## config.mk

```make
export PLATFORM = sky130hd
export DESIGN_NAME = clut_write_ctrl
export DESIGN_NICKNAME = d
export VERILOG_FILES = /design/src/rtl/clut_pkg.sv /design/src/rtl/clut_wr_fifo.sv /design/src/rtl/clut_write_ctrl.sv
export SDC_FILE = /design/constraint.sdc
export NUM_CORES = 1
export LEC_CHECK = 0
export CORE_ASPECT_RATIO = 1.2
export CORE_MARGIN = 5
export CORE_UTILIZATION = 53
export CTS_BUF_LIST = sky130_fd_sc_hd__clkbuf_16
export DETAILED_ROUTE_END_ITERATION = 8
export GPL_TIMING_DRIVEN = 0
export HOLD_SLACK_MARGIN = 0.15
export PLACE_DENSITY = 0.87
export SLEW_MARGIN = 20
export SYNTH_ARGS = -nofsm -noshare
export SYNTH_HDL_FRONTEND = slang
export SYNTH_SLANG_ARGS = --single-unit
```

## constraint.sdc

```tcl
create_clock -name clk -period 2.68 [get_ports clk]
set_input_delay 0.67 -clock clk [delete_from_list [all_inputs] [get_ports clk]]
set_output_delay 0.67 -clock clk [all_outputs]
set_load 0.005 [all_outputs]
```

## src/rtl/clut_pkg.sv

```systemverilog
// Shared widths, defaults and FSM encoding for the CLUT write-side controller.
package clut_pkg;
  localparam int DEF_COLOR_BITS    = 4;
  localparam int DEF_NUM_OF_COLORS = 16;
  localparam int DEF_LINE_SIZE     = 3;
  localparam int DEF_FIFO_DEPTH    = 4;

  localparam int ADDR_W  = $clog2(DEF_NUM_OF_COLORS);
  localparam int ENTRY_W = DEF_COLOR_BITS * DEF_LINE_SIZE;

  typedef enum logic [1:0] {IDLE, DRAIN, CLEAR} state_t;
endpackage

```

## src/rtl/clut_wr_fifo.sv

```systemverilog
// Small synchronous FIFO holding pending {addr,data} palette writes.
module clut_wr_fifo #(
  parameter int DEPTH = 4,
  parameter int WIDTH = 16
) (
  input  logic                   clk,
  input  logic                   reset,
  input  logic                   push,
  input  logic                   pop,
  input  logic [WIDTH-1:0]       din,
  output logic [WIDTH-1:0]       dout,
  output logic [$clog2(DEPTH):0] count,
  output logic                   full,
  output logic                   empty
);
  localparam int PW = $clog2(DEPTH);
  localparam int CW = PW + 1;

  logic [DEPTH-1:0][WIDTH-1:0] mem;
  logic [PW-1:0] wr_ptr, rd_ptr;
  logic push_ok, pop_ok;

  assign full    = (count == CW'(DEPTH));
  assign empty   = (count == '0);
  assign push_ok = push && !full;
  assign pop_ok  = pop && !empty;
  assign dout    = mem[rd_ptr];

  always_ff @(posedge clk) begin
    if (push_ok) mem[wr_ptr] <= din;
  end

  // Depth is a power of two, so pointers wrap naturally.
  always_ff @(posedge clk) begin
    if (reset) begin
      wr_ptr <= '0;
      rd_ptr <= '0;
      count  <= '0;
    end else begin
      if (push_ok) wr_ptr <= wr_ptr + PW'(1);
      if (pop_ok)  rd_ptr <= rd_ptr + PW'(1);
      count <= count + CW'(push_ok) - CW'(pop_ok);
    end
  end
endmodule

```

## src/rtl/clut_write_ctrl.sv

```systemverilog
// CLUT write-port controller: queues CPU palette writes, drains them inside the
// blanking window when gated, and runs a bulk fill-every-entry clear sequence.
module clut_write_ctrl
  import clut_pkg::*;
#(
  parameter int COLOR_BITS    = DEF_COLOR_BITS,
  parameter int NUM_OF_COLORS = DEF_NUM_OF_COLORS,
  parameter int LINE_SIZE     = DEF_LINE_SIZE,
  parameter int FIFO_DEPTH    = DEF_FIFO_DEPTH,
  localparam int A  = $clog2(NUM_OF_COLORS),
  localparam int W  = COLOR_BITS * LINE_SIZE,
  localparam int CW = $clog2(FIFO_DEPTH) + 1
) (
  input  logic          clk,
  input  logic          reset,
  input  logic          wr_req,
  input  logic [A-1:0]  wr_addr,
  input  logic [W-1:0]  wr_data,
  output logic          wr_ready,
  input  logic          clear_req,
  input  logic [W-1:0]  clear_color,
  input  logic          gate_en,
  input  logic          vblank,
  output logic          busy,
  output logic [CW-1:0] fifo_count,
  output logic          clut_we,
  output logic [A-1:0]  clut_addr_write,
  output logic [W-1:0]  clut_data_in
);
  localparam logic [A-1:0] LAST = A'(NUM_OF_COLORS - 1);

  state_t state, state_next;
  logic [A-1:0] idx, idx_d, addr_d, head_addr;
  logic [W-1:0] fill, fill_d, data_d, head_data;
  logic we_d, push, pop, win, full, empty;
  logic [CW-1:0] count_next;

  assign win        = !gate_en || vblank;
  assign wr_ready   = !full;
  assign push       = wr_req && !full;
  assign busy       = (state == CLEAR) || !empty;
  assign count_next = fifo_count + CW'(push) - CW'(pop);

  clut_wr_fifo #(.DEPTH(FIFO_DEPTH), .WIDTH(A + W)) u_fifo (
    .clk   (clk),
    .reset (reset),
    .push  (push),
    .pop   (pop),
    .din   ({wr_addr, wr_data}),
    .dout  ({head_addr, head_data}),
    .count (fifo_count),
    .full  (full),
    .empty (empty)
  );

  always_ff @(posedge clk) begin
    if (reset) begin
      state           <= IDLE;
      idx             <= '0;
      fill            <= '0;
      clut_we         <= 1'b0;
      clut_addr_write <= '0;
      clut_data_in    <= '0;
    end else begin
      state           <= state_next;
      idx             <= idx_d;
      fill            <= fill_d;
      clut_we         <= we_d;
      clut_addr_write <= addr_d;
      clut_data_in    <= data_d;
    end
  end

  always_comb begin
    state_next = state;
    case (state)
      IDLE, DRAIN: begin
        if (clear_req)             state_next = CLEAR;
        else if (count_next != '0) state_next = DRAIN;
        else                       state_next = IDLE;
      end
      CLEAR: begin
        if (win && idx == LAST) state_next = (count_next != '0) ? DRAIN : IDLE;
      end
      default: state_next = IDLE;
    endcase
  end

  // A clear start wins over a pop in the same cycle; queued writes then land after it.
  always_comb begin
    pop    = 1'b0;
    we_d   = 1'b0;
    addr_d = clut_addr_write;
    data_d = clut_data_in;
    idx_d  = idx;
    fill_d = fill;
    case (state)
      IDLE, DRAIN: begin
        if (clear_req) begin
          idx_d  = '0;
          fill_d = clear_color;
        end else if (win && !empty) begin
          pop    = 1'b1;
          we_d   = 1'b1;
          addr_d = head_addr;
          data_d = head_data;
        end
      end
      CLEAR: begin
        if (win) begin
          we_d   = 1'b1;
          addr_d = idx;
          data_d = fill;
          idx_d  = idx + A'(1);
        end
      end
      default: ;
    endcase
  end
endmodule

```

# --- After elaboration in Yosys (flattened, before gate mapping) ---
# Cells that the tools add are included.
word_totals:
  inputBits: 34
  out_inout_bits: 22
  ff_bits: 106
  wordCells: 76
classes:
  reduce_logical: 19
  add_sub_neg: 7
  magnitude_cmp: 3
  n_mux: 25
  eq_ne: 9
ops:
  columns: ["op", "n"]
  rows:
  - ["bitwise mux 64 bit", 1]
  - ["2-to-1 mux 12 bit", 3]
  - ["binary-select mux 16 bit (select 2 bit)", 1]
  - ["demux 16 bit (select 2 bit)", 1]
  - ["2-to-1 mux 16 bit", 2]
  - ["case mux 12 bit (2 select lines)", 1]
  - ["2-to-1 mux 4 bit", 5]
  - ["case mux 4 bit (2 select lines)", 2]
  - ["!= test 2 bit (second input constant)", 4]
  - ["adder 3 x 1 -> 3 bit", 2]
  - ["logical AND 1 bit", 6]
  - ["less-than comparator 2 x 3 -> 1 bit (second input constant)", 2]
  - ["subtractor 3 x 1 -> 3 bit", 2]
  - ["2-to-1 mux 1 bit", 5]
  - ["adder 2 x 1 -> 2 bit (second input constant)", 2]
  - ["adder 4 x 1 -> 4 bit (second input constant)", 1]
  - ["== test 4 bit (second input constant)", 1]
  - ["2-to-1 mux 2 bit", 2]
  - ["case mux 2 bit (2 select lines)", 1]
  - ["AND reduction 4 bit", 1]
  - ["== test 3 bit (second input constant)", 1]
  - ["zero test 1 bit", 3]
  - ["zero test 3 bit", 1]
  - ["AND reduction 3 bit", 1]
  - ["11 further kinds", 12]

# --- Depth between registers and ports, before layout ---
# Gate-level depths: netlist (run 1).
depth:
  ltp_word: 11
  mapped_depth: 9

# --- Modules after synthesis ---
# From an unflattened synthesis (run 1), not the netlist that was laid out.
unflattened:
  hier_cells: 347
  hier_area_um2: 4606.9
modules_own_cells:
  columns: ["mod", "seq_area_each_um2", "area_per_inst_um2", "cells_per_inst", "n_inst"]
  rows:
  - ["clut_wr_fifo", 2062.0, 2781.4, 131, 1]
  - ["clut_write_ctrl", 700.7, 1825.5, 216, 1]

# --- Worst setup path after synthesis (run 1) ---
# No wires, ideal clock.
synth_path:
  kind: "in2reg"
  from: "in gate_en"
  to: "reg state[0]"
  path_stages: 8
  path_slack_ps: 148
  t_arrival_ps: 2418
  required_time_ps: 2565
  setup_time_ps: 115
  path_cell_list: "nor2b_1 > clkbuf_1 > nor3_1 > xnor2_1 > ha_1 > fa_1 > xnor2_1 > a2111oi_0"
synth_between:
  elab_chain_len: 11
  elab_cells_between_ends: 14
  cone_classes: "add/sub: 1; eq/ne: 1; mux: 7; reduce/logical: 5"
synth_rtl:
  columns: ["element", "line_no", "rtl"]
  rows:
  - ["from (decl)", "clut_write_ctrl.sv:22", "input logic gate_en,"]
  - ["zero test 1 bit (*)", "clut_write_ctrl.sv:38", "assign win = !gate_en || vblank;"]
  - ["logical OR 1 bit (*)", "clut_write_ctrl.sv:38", null]
  - ["logical AND 1 bit", "clut_write_ctrl.sv:102", "end else if (win && !empty) begin"]
  - ["2-to-1 mux 1 bit", "clut_write_ctrl.sv:102", null]
  - ["2-to-1 mux 1 bit", "clut_write_ctrl.sv:99", "if (clear_req) begin"]
  - ["2-to-1 mux 1 bit", "clut_write_ctrl.sv:97", "case (state)"]
  - ["subtractor 3 x 1 -> 3 bit", "clut_write_ctrl.sv:42", "assign count_next = fifo_count + CW'(push) - CW'(pop);"]
  - ["nonzero test 3 bit", "clut_write_ctrl.sv:79, clut_write_ctrl.sv:83", null]
  - ["2-to-1 mux 1 bit", "clut_write_ctrl.sv:79, clut_write_ctrl.sv:83", null]
  - ["2-to-1 mux 2 bit, on equally long branches", "clut_write_ctrl.sv:83, clut_write_ctrl.sv:78", null]
  - ["case mux 2 bit (2 select lines)", "clut_write_ctrl.sv:76", "case (state)"]
  - ["to (signal assigned)", "clut_write_ctrl.sv:65", "state <= state_next;"]
  - ["to (decl)", "clut_write_ctrl.sv:32", "state_t state, state_next;"]
# Every way passes the cells marked *; elsewhere a longest branch is shown, timed or not. The select of a mux whose other input is x is not followed.
# A chain may end at the register's enable or synchronous reset.

# --- Worst setup path in the final report (run 1) ---
layout_path:
  from: "reg state[1]"
  to: "out busy"
layout_between:
  elab_chain_len: 2
layout_rtl:
  columns: ["element", "line_no", "rtl"]
  rows:
  - ["== test 2 bit", "clut_write_ctrl.sv:41", "assign busy = (state == CLEAR) || !empty;"]
  - ["logical OR 1 bit", "clut_write_ctrl.sv:41", null]
  - ["to (decl)", "clut_write_ctrl.sv:24", "output logic busy,"]
# Every way passes these cells.

==> metrics.cfg, run 1 <==
[status]
status=complete, no violations

[routing]
dr.pass1.iters=4
route.detailed.drc=0
drt_iter0_drc=169
post_drt_wl_per_cell_um=18.8
vias=2904
drt-vias-per-instance=5.90
ant_nets=0
wl_mm=9.23

[worst_setup_path]
critPathArrivalTime_ps=1960
worstSetupEndpointType=output port
worstSetupStartpointType=register
r2r-start=u_fifo.count[0]
path_delay_family=buffers and inverters
ff2ff_path_depth=7
slowest_delay_ps=510
crit_slowest_cell=clkdlybuf4s50_1
crit_chain=or2b_1, clkbuf_1, buf_4, nand2_1, clkdlybuf4s50_1
r2r-end=state[0]
reg2reg_slack_ps=410
worstPathMaxFanout=10
worstSetupPathType=reg -> out
crit_buf_inv=3
crit_required_ps=2010

[clock_tree]
cts_hold_buf=0
clockBufferDepth=2
cts_max_level=3
clock_sinks=106
clk_latency_ps=350
cts_tree=built
cts_root_buf=clkbuf_16
numCtsBuffers=9
cts.clk_slew.worst_paths_ps=80

[sta]
fin_crit_ps=2630
slew_viol_final=0
skew_ps=12.7
slew-limit-headroom_pct=43.2
fin_crit_sh_pct=98.0
fmax_mhz=381
rsz0062_at_grt=no
hold_violations=0
worst_pin_slew_ps=853
finalSetupViolCount=0

[place]
gp_congestion=0.858
port_buffers=55
dpl.hpwl_mm=6.32
dpl.cell_count=475

[grt]
busiest_layer=met2
grt_first_pass_wirelength_mm=14.7
antenna_found_initial=0
first_global_vias=2954
grt-ovfl-total=0
grt_max_degree=21
grt.total_usage_pct=19.1
grt_use_met2_pct=33.8
use_met3_pct=4.45
met1_usage_pct=21.9

[cells_and_area]
fin_cells=492
nets=436
n_antenna_cell=0
drive_gt1_share_pct=15.1
syn2layout_area_growth_pct=23.2
post-route-util_pct=66.6
mostFrequentLayoutCells=edfxtp_1 (64), nand2_1 (58), clkdlybuf4s50_1 (55), dfxtp_1 (41), a21oi_1 (19)
final_common_cell=edfxtp_1
n_fill_cell=542

[min_path]
min-delay-start=fill[4]
hold_depth=2
holdPathEnd=fill[4]
hp-class=reg -> reg

[power_and_ir_drop]
ir_drop_mv=0.644
power_leakage_uw=0.00183
powerDensity_mw_per_mm2=896

[flow_run]
maxCapViolCount=0

[synth]
syn_area_per_cell_um2=13.5
synth_nets=369
synth_seq_area_share_pct=63.0
synthCells=325
synth_top_flop_cell=edfxtp_1
async_flop_share_pct=0
ys_warn_count=0
yosysUniqueCellTypes=40
ys_seq_elements=106
synth_area_mm2=0.00439
synth-edff-count=64

[floorplan]
dieWidth_um=93.0
core_mm2=0.00811
dieArea_mm2=0.0102
row_count=36
die_y_um=110
pin_count=56
initial_core_util_pct=54.1

metrics by stage:
| stage | worst slack (ps) | power (uW) | area, um2 | setup TNS [ps] | hold WS, ps |
|---|---|---|---|---|---|
| final | 53.0 | 4840 | 5400 | 0 | 463 |
| after global routing | 1.23 | 5080 | 5400 | 0 | 483 |
| after CTS | 10.1 | 4830 | 5390 | 0 | 463 |
| after detailed placement | -576 | 3520 | 5050 | -1400 | 449 |
| after global placement | -472 | 3470 | 5050 | -1180 | 444 |
| after floorplan | 148 | 2980 | 4390 | 0 | 437 |
worst register-to-register path, stage by stage (launching register included):
cell,delay [ps]
dfxtp_1,360
nor3_2,440
nor3_4,100
xnor2_1,150
ha_1,210
fa_1,400
xnor2_1,190
a2111oi_2,310
sequential cells by signal (all words and copies together), names as in the netlist:
register and cells:
u_fifo.mem 64, clut_data_in 12, fill 12, clut_addr_write 4
idx 4, u_fifo.count 3, state 2, u_fifo.rd_ptr 2
u_fifo.wr_ptr 2, clut_we 1
logic make-up after synthesis:
logic type / after synthesis / share of synthesized area [%]
flip-flops: 106 / 63.0
buffers and inverters: 32 / 3.54
AND/OR/NAND/NOR: 93 / 9.81
XOR/XNOR: 4 / 0.799
multiplexers: 18 / 8.70
adder cells (fa/ha/maj): 10 / 3.20
AO/OA/AOI/OAI: 62 / 11.0
final cells by class:
class                      count  area (um2)  area share (%)
buffer                        23         135            2.50
clock buffer                   9         225            4.17
clock inverter                 7        63.8            1.18
inverter                       9        33.8           0.625
multi-input combinational    187        1500            27.8
sequential                   106        2770            51.2
tap                           95         119            2.20
timing repair buffer          56         558            10.3
synthesized netlist by cell type, types with 3 or more instances:
cell type | count | share of area (%)
nand2_1 | 58 | 5.0
buf_2 | 3 | 0.34
or4_1 | 3 | 0.51
mux4_2 | 16 | 8.2
a311oi_2 | 10 | 3.4
dfxtp_1 | 42 | 19
a21oi_1 | 19 | 2.2
a311oi_1 | 6 | 1.2
and3_1 | 5 | 0.71
clkbuf_1 | 15 | 1.3
ha_1 | 8 | 2.3
o31ai_1 | 3 | 0.51
nand2b_1 | 3 | 0.43
xnor2_1 | 4 | 0.80
nor2_1 | 5 | 0.43
edfxtp_1 | 64 | 44
inv_1 | 9 | 0.77
nor2b_1 | 5 | 0.71
a31oi_1 | 16 | 2.3
nand3_1 | 5 | 0.57
routing by layer:
| metal | share of wire (%) | vias to the layer above | wire length (um) |
|---|---|---|---|
| met5 | 0 | - | 0 |
| met4 | 2.3 | 0 | 213 |
| met3 | 4.6 | 19 | 422 |
| met2 | 53 | 90 | 4880 |
| met1 | 40 | 1441 | 3720 |
| li1 | - | 1354 | - |
power breakdown:
part,internal [uW],switching [uW]
Clock,655,624
Combinational,739,746
Sequential,1960,119
what timing repair did:
| action | in CTS | in global routing |
|---|---|---|
| cloned | 0 | 0 |
| hold endpoints to repair | 0 | 0 |
| setup endpoints to repair | 4 | 3 |
| setup buffers | 1 | 0 |
| pin swaps | 2 | 1 |
| resized for setup | 11 | 5 |
worst max-delay path by stage:
stage	from	slack, ps	depth (start not counted)	to
floorplan	gate_en	150	8	state[0]
global placement	gate_en	-470	9	state[0]
detailed placement	gate_en	-580	9	state[0]
CTS	state[1]	10	5	busy
global route	state[1]	1	5	busy
finish	state[1]	50	5	busy
Power figures use the tool's default switching activity.
==> run 2, diff against run 1 <==
- CTS_CLUSTER_DIAMETER: not set -> 100
- GPL_ROUTABILITY_DRIVEN: not set -> 0
==> results of run 2 <==
Same layout as run 1: the final DEF is identical, and so are final timing and power.
==> run 3, diff against run 2 <==
- CORE_ASPECT_RATIO: 1.2 -> 1.75
- CORE_MARGIN: 5 -> not set
- PLACE_DENSITY: 0.87 -> 0.86
- SYNTH_HIERARCHICAL: not set -> 1
==> run 3 against run 2 <==
Against the previous run:
- flip-flop and latch count did not move
- power fell by 1.4%
- critical path depth rose by 8
- core utilization rose by 2.4 points
- sequential share of layout area fell by 3.1 points
- clock skew fell by 7.4 ps
- sequential power barely moved
- clock power fell by 6%
- via count rose by 8.3%
- die area fell by 11%
- first-iteration DRC count rose by 110%
- highest routed layer unchanged
==> metrics.cfg, run 3 <==
[cells_and_area]
syn2layout_area_growth_pct=25.3
final_common_cell=edfxtp_1
stdcell_area_mm2=0.00577  ; +6.9%
top_register=u_fifo/mem
post-route-util_pct=69.0  ; +2.4 points
drive_gt1_share_pct=20.1  ; +5.0 points
nets=473  ; +8.5%
largest_reg_flops=64  ; unchanged
reg.largest.list=u_fifo/mem: 64 flops, clut_data_in: 12 flops, fill: 12 flops
fin_cells=547  ; +11%
n_antenna_cell=0  ; unchanged
mostFrequentLayoutCells=edfxtp_1 (64), clkdlybuf4s50_1 (52), dfxtp_1 (38), a21oi_1 (30), nand2_1 (26)

[place]
place_area_mm2=0.00533  ; +5.5%
dpl.cell_count=517  ; +8.8%
post-place-ws_ps=-911  ; -334 ps
port_buffers=55  ; unchanged
dpl.hpwl_mm=6.84  ; +8.2%

[clock_tree]
cts_root_buf=clkbuf_16
numCtsBuffers=9  ; unchanged
clk_latency_ps=350  ; about the same
cts_tree=built
cts_max_level=3  ; unchanged
clockBufferDepth=2  ; unchanged
cts_hold_buf=0  ; unchanged
cts.clk_slew.worst_paths_ps=70  ; about the same
clock_sinks=106  ; unchanged

[routing]
dr.pass1.iters=4  ; unchanged
ant_nets=0  ; unchanged
drt_iter0_drc=350  ; +110%
wl_mm=10.1  ; +9.6%
drt-vias-per-instance=5.75  ; -2.6%
route.detailed.drc=0  ; unchanged
vias=3146  ; +8.3%
post_drt_wl_per_cell_um=18.5  ; -1.4%

[flow_run]
maxCapViolCount=0  ; unchanged

[worst_setup_path]
worstSetupStartpointType=register
crit_required_ps=2940  ; +930 ps
worstSetupEndpointType=register
critPathArrivalTime_ps=2940  ; +980 ps
crit_buf_inv=3  ; unchanged
crit_chain=nor3_4, or3_4, nor2_4, o31ai_4, inv_1, ha_1, inv_1, ha_2, inv_1, fa_2, xor2_2, and2_1, nor3_1
worstSetupPathType=reg -> reg
slowest_delay_ps=440  ; -70 ps
worstPathMaxFanout=11  ; +1
crit_slowest_cell=or3_4
cpMostUsedCell=inv_1
path_delay_family=simple AND/OR/NAND/NOR gates

[min_path]
hp-class=reg -> reg

[sta]
slew-limit-headroom_pct=42.0  ; -1.1 points
fin_crit_ps=2670  ; +46.8 ps
fin_ws_ps=6.22  ; -46.8 ps
finalSetupViolCount=0  ; unchanged
slew_viol_final=0  ; unchanged
hold_violations=0  ; unchanged
fmax_mhz=374  ; -1.8%
worst_pin_slew_ps=870  ; +17.1 ps
skew_ps=5.33  ; -7.41 ps
fin_crit_sh_pct=99.8  ; +1.7 points

[synth]
synthAdderAreaFrac_pct=3.31  ; +0.12 points
synth_area_mm2=0.00461  ; +5.0%
synth_top_area_cell=edfxtp_1
synth_nets=392  ; +6.2%
yosys-top-cells-area=edfxtp_1 (42%), dfxtp_1 (18%), a2111oi_2 (5.2%), mux4_1 (4.6%), mux4_2 (3.9%)
async_flop_share_pct=0  ; unchanged
synth_compound_area_share_pct=12.4  ; +1.5 points
synthCells=347  ; +6.8%
ys_warn_count=6  ; +6
synth_top_flop_cell=edfxtp_1
synth_seq_area_share_pct=60.0  ; -3.0 points
yosysUniqueCellTypes=40  ; unchanged
syn_area_per_cell_um2=13.3  ; -1.6%
synth-edff-count=64  ; unchanged
synth_top_family_by_area=compound AO/OA/AOI/OAI gates
ys_seq_elements=106  ; unchanged
ys_top_cells_by_count=edfxtp_1 (64), dfxtp_1 (42), a21oi_1 (30)
yosysMostFrequentCell=edfxtp_1
yosys.area_share.simple_pct=10.2  ; +0.42 points
synthMuxAreaShare_pct=8.91  ; +0.21 points
synth_top_area_share_pct=41.7  ; -2.1 points
synth-xor-area-share_pct=0.760  ; -0.038 points

[grt]
grt.total_usage_pct=23.4  ; +4.3 points
antenna_found_initial=0  ; unchanged
grt-ovfl-total=0  ; unchanged
grt_first_pass_wirelength_mm=15.6  ; +6.7%
first_global_vias=3202  ; +8.4%
grt_max_degree=18  ; -14%

[floorplan]
core_mm2=0.00837  ; +3.2%
die_y_um=125  ; +14%
initial_core_util_pct=55.1  ; +0.96 points
dieWidth_um=72.5  ; -22%
dieArea_mm2=0.00908  ; -11%
row_count=44  ; +22%
pin_count=56  ; unchanged

[power_and_ir_drop]
powerDensity_mw_per_mm2=827  ; -7.7%
power_leakage_uw=0.00203  ; +11%
ir_drop_mv=0.573  ; -11%

[status]
status=complete, no violations

==> run 3: changes by cell type in the layout (fill, tap and decap cells not counted), sizes merged, moves of 17 or more <==
cell	delta
o21ai	+17
nor3	+17
buf	+21
nor2	+18
nand2	-31
==> run 3: logic make-up after synthesis <==
family	count (synthesis)
AOI/OAI and AO/OA	76
xor gates and xnor gates	4
adders and majority gates	11
buffers and inverters	37
DFF	106
muxes	18
and+or+nand+nor	95
==> run 3: path summary, 6_finish.rpt <==
check                   from         endpoint  slack [ps]  cells after the start
max          u_fifo/count[2]  u_fifo/count[2]           6                     13
min                  fill[4]          fill[4]         460                      2
max reg2reg  u_fifo/count[2]  u_fifo/count[2]           6                     13
min reg2reg          fill[4]          fill[4]         460                      2
==> run 3: layout make-up <==
class | count | area, um2
Sequential cell | 106 | 2780
Fill cell | 575 | 2590
Multi-Input combinational cell | 204 | 1710
Timing Repair Buffer | 72 | 678
Clock buffer | 9 | 225
Buffer | 22 | 144
Tap cell | 115 | 144
Inverter | 13 | 48.8
Clock inverter | 6 | 43.8
==> run 3: worst reg2reg max path, cell delays in order (launching register included) <==
cell and delay [ps]:
dfxtp_4 390, nor3_4 60, or3_4 440, nor2_4 180, o31ai_4 100, inv_1 90, ha_1 240, inv_1 70
ha_2 160, inv_1 50, fa_2 370, xor2_2 160, and2_1 170, nor3_1 120
==> run 3: what timing repair did <==
item,4_1_cts,5_1_grt
setup endpoints to repair,4,2
setup buffers,5,12
pin swaps,2,6
resized for setup,17,7
==> run 3: routing by layer <==
metal | up-vias | global-route usage (%) | wire [um]
met5 | - | 0 | 0
met4 | 0 | 14.5 | 358
met3 | 27 | 4.11 | 382
met2 | 123 | 40.6 | 5520
met1 | 1532 | 25.7 | 3860
li1 | 1464 | - | -
==> run 3: per-stage QoR <==
step / total power [uW] / setup TNS [ps] / hold slack [ps]
floorplan: 2940 / -150 / 437
detailed placement: 3430 / -8510 / 451
global route: 4990 / -91.5 / 485
CTS: 4700 / 0 / 461
global placement: 3360 / -5600 / 446
finish: 4780 / 0 / 464
==> run 3: where the power goes <==
group | leakage, uW | internal (uW) | switching [uW]
clock network | 0.000125 | 626 | 577
registers | 0.000932 | 1980 | 131
logic | 0.000975 | 727 | 741
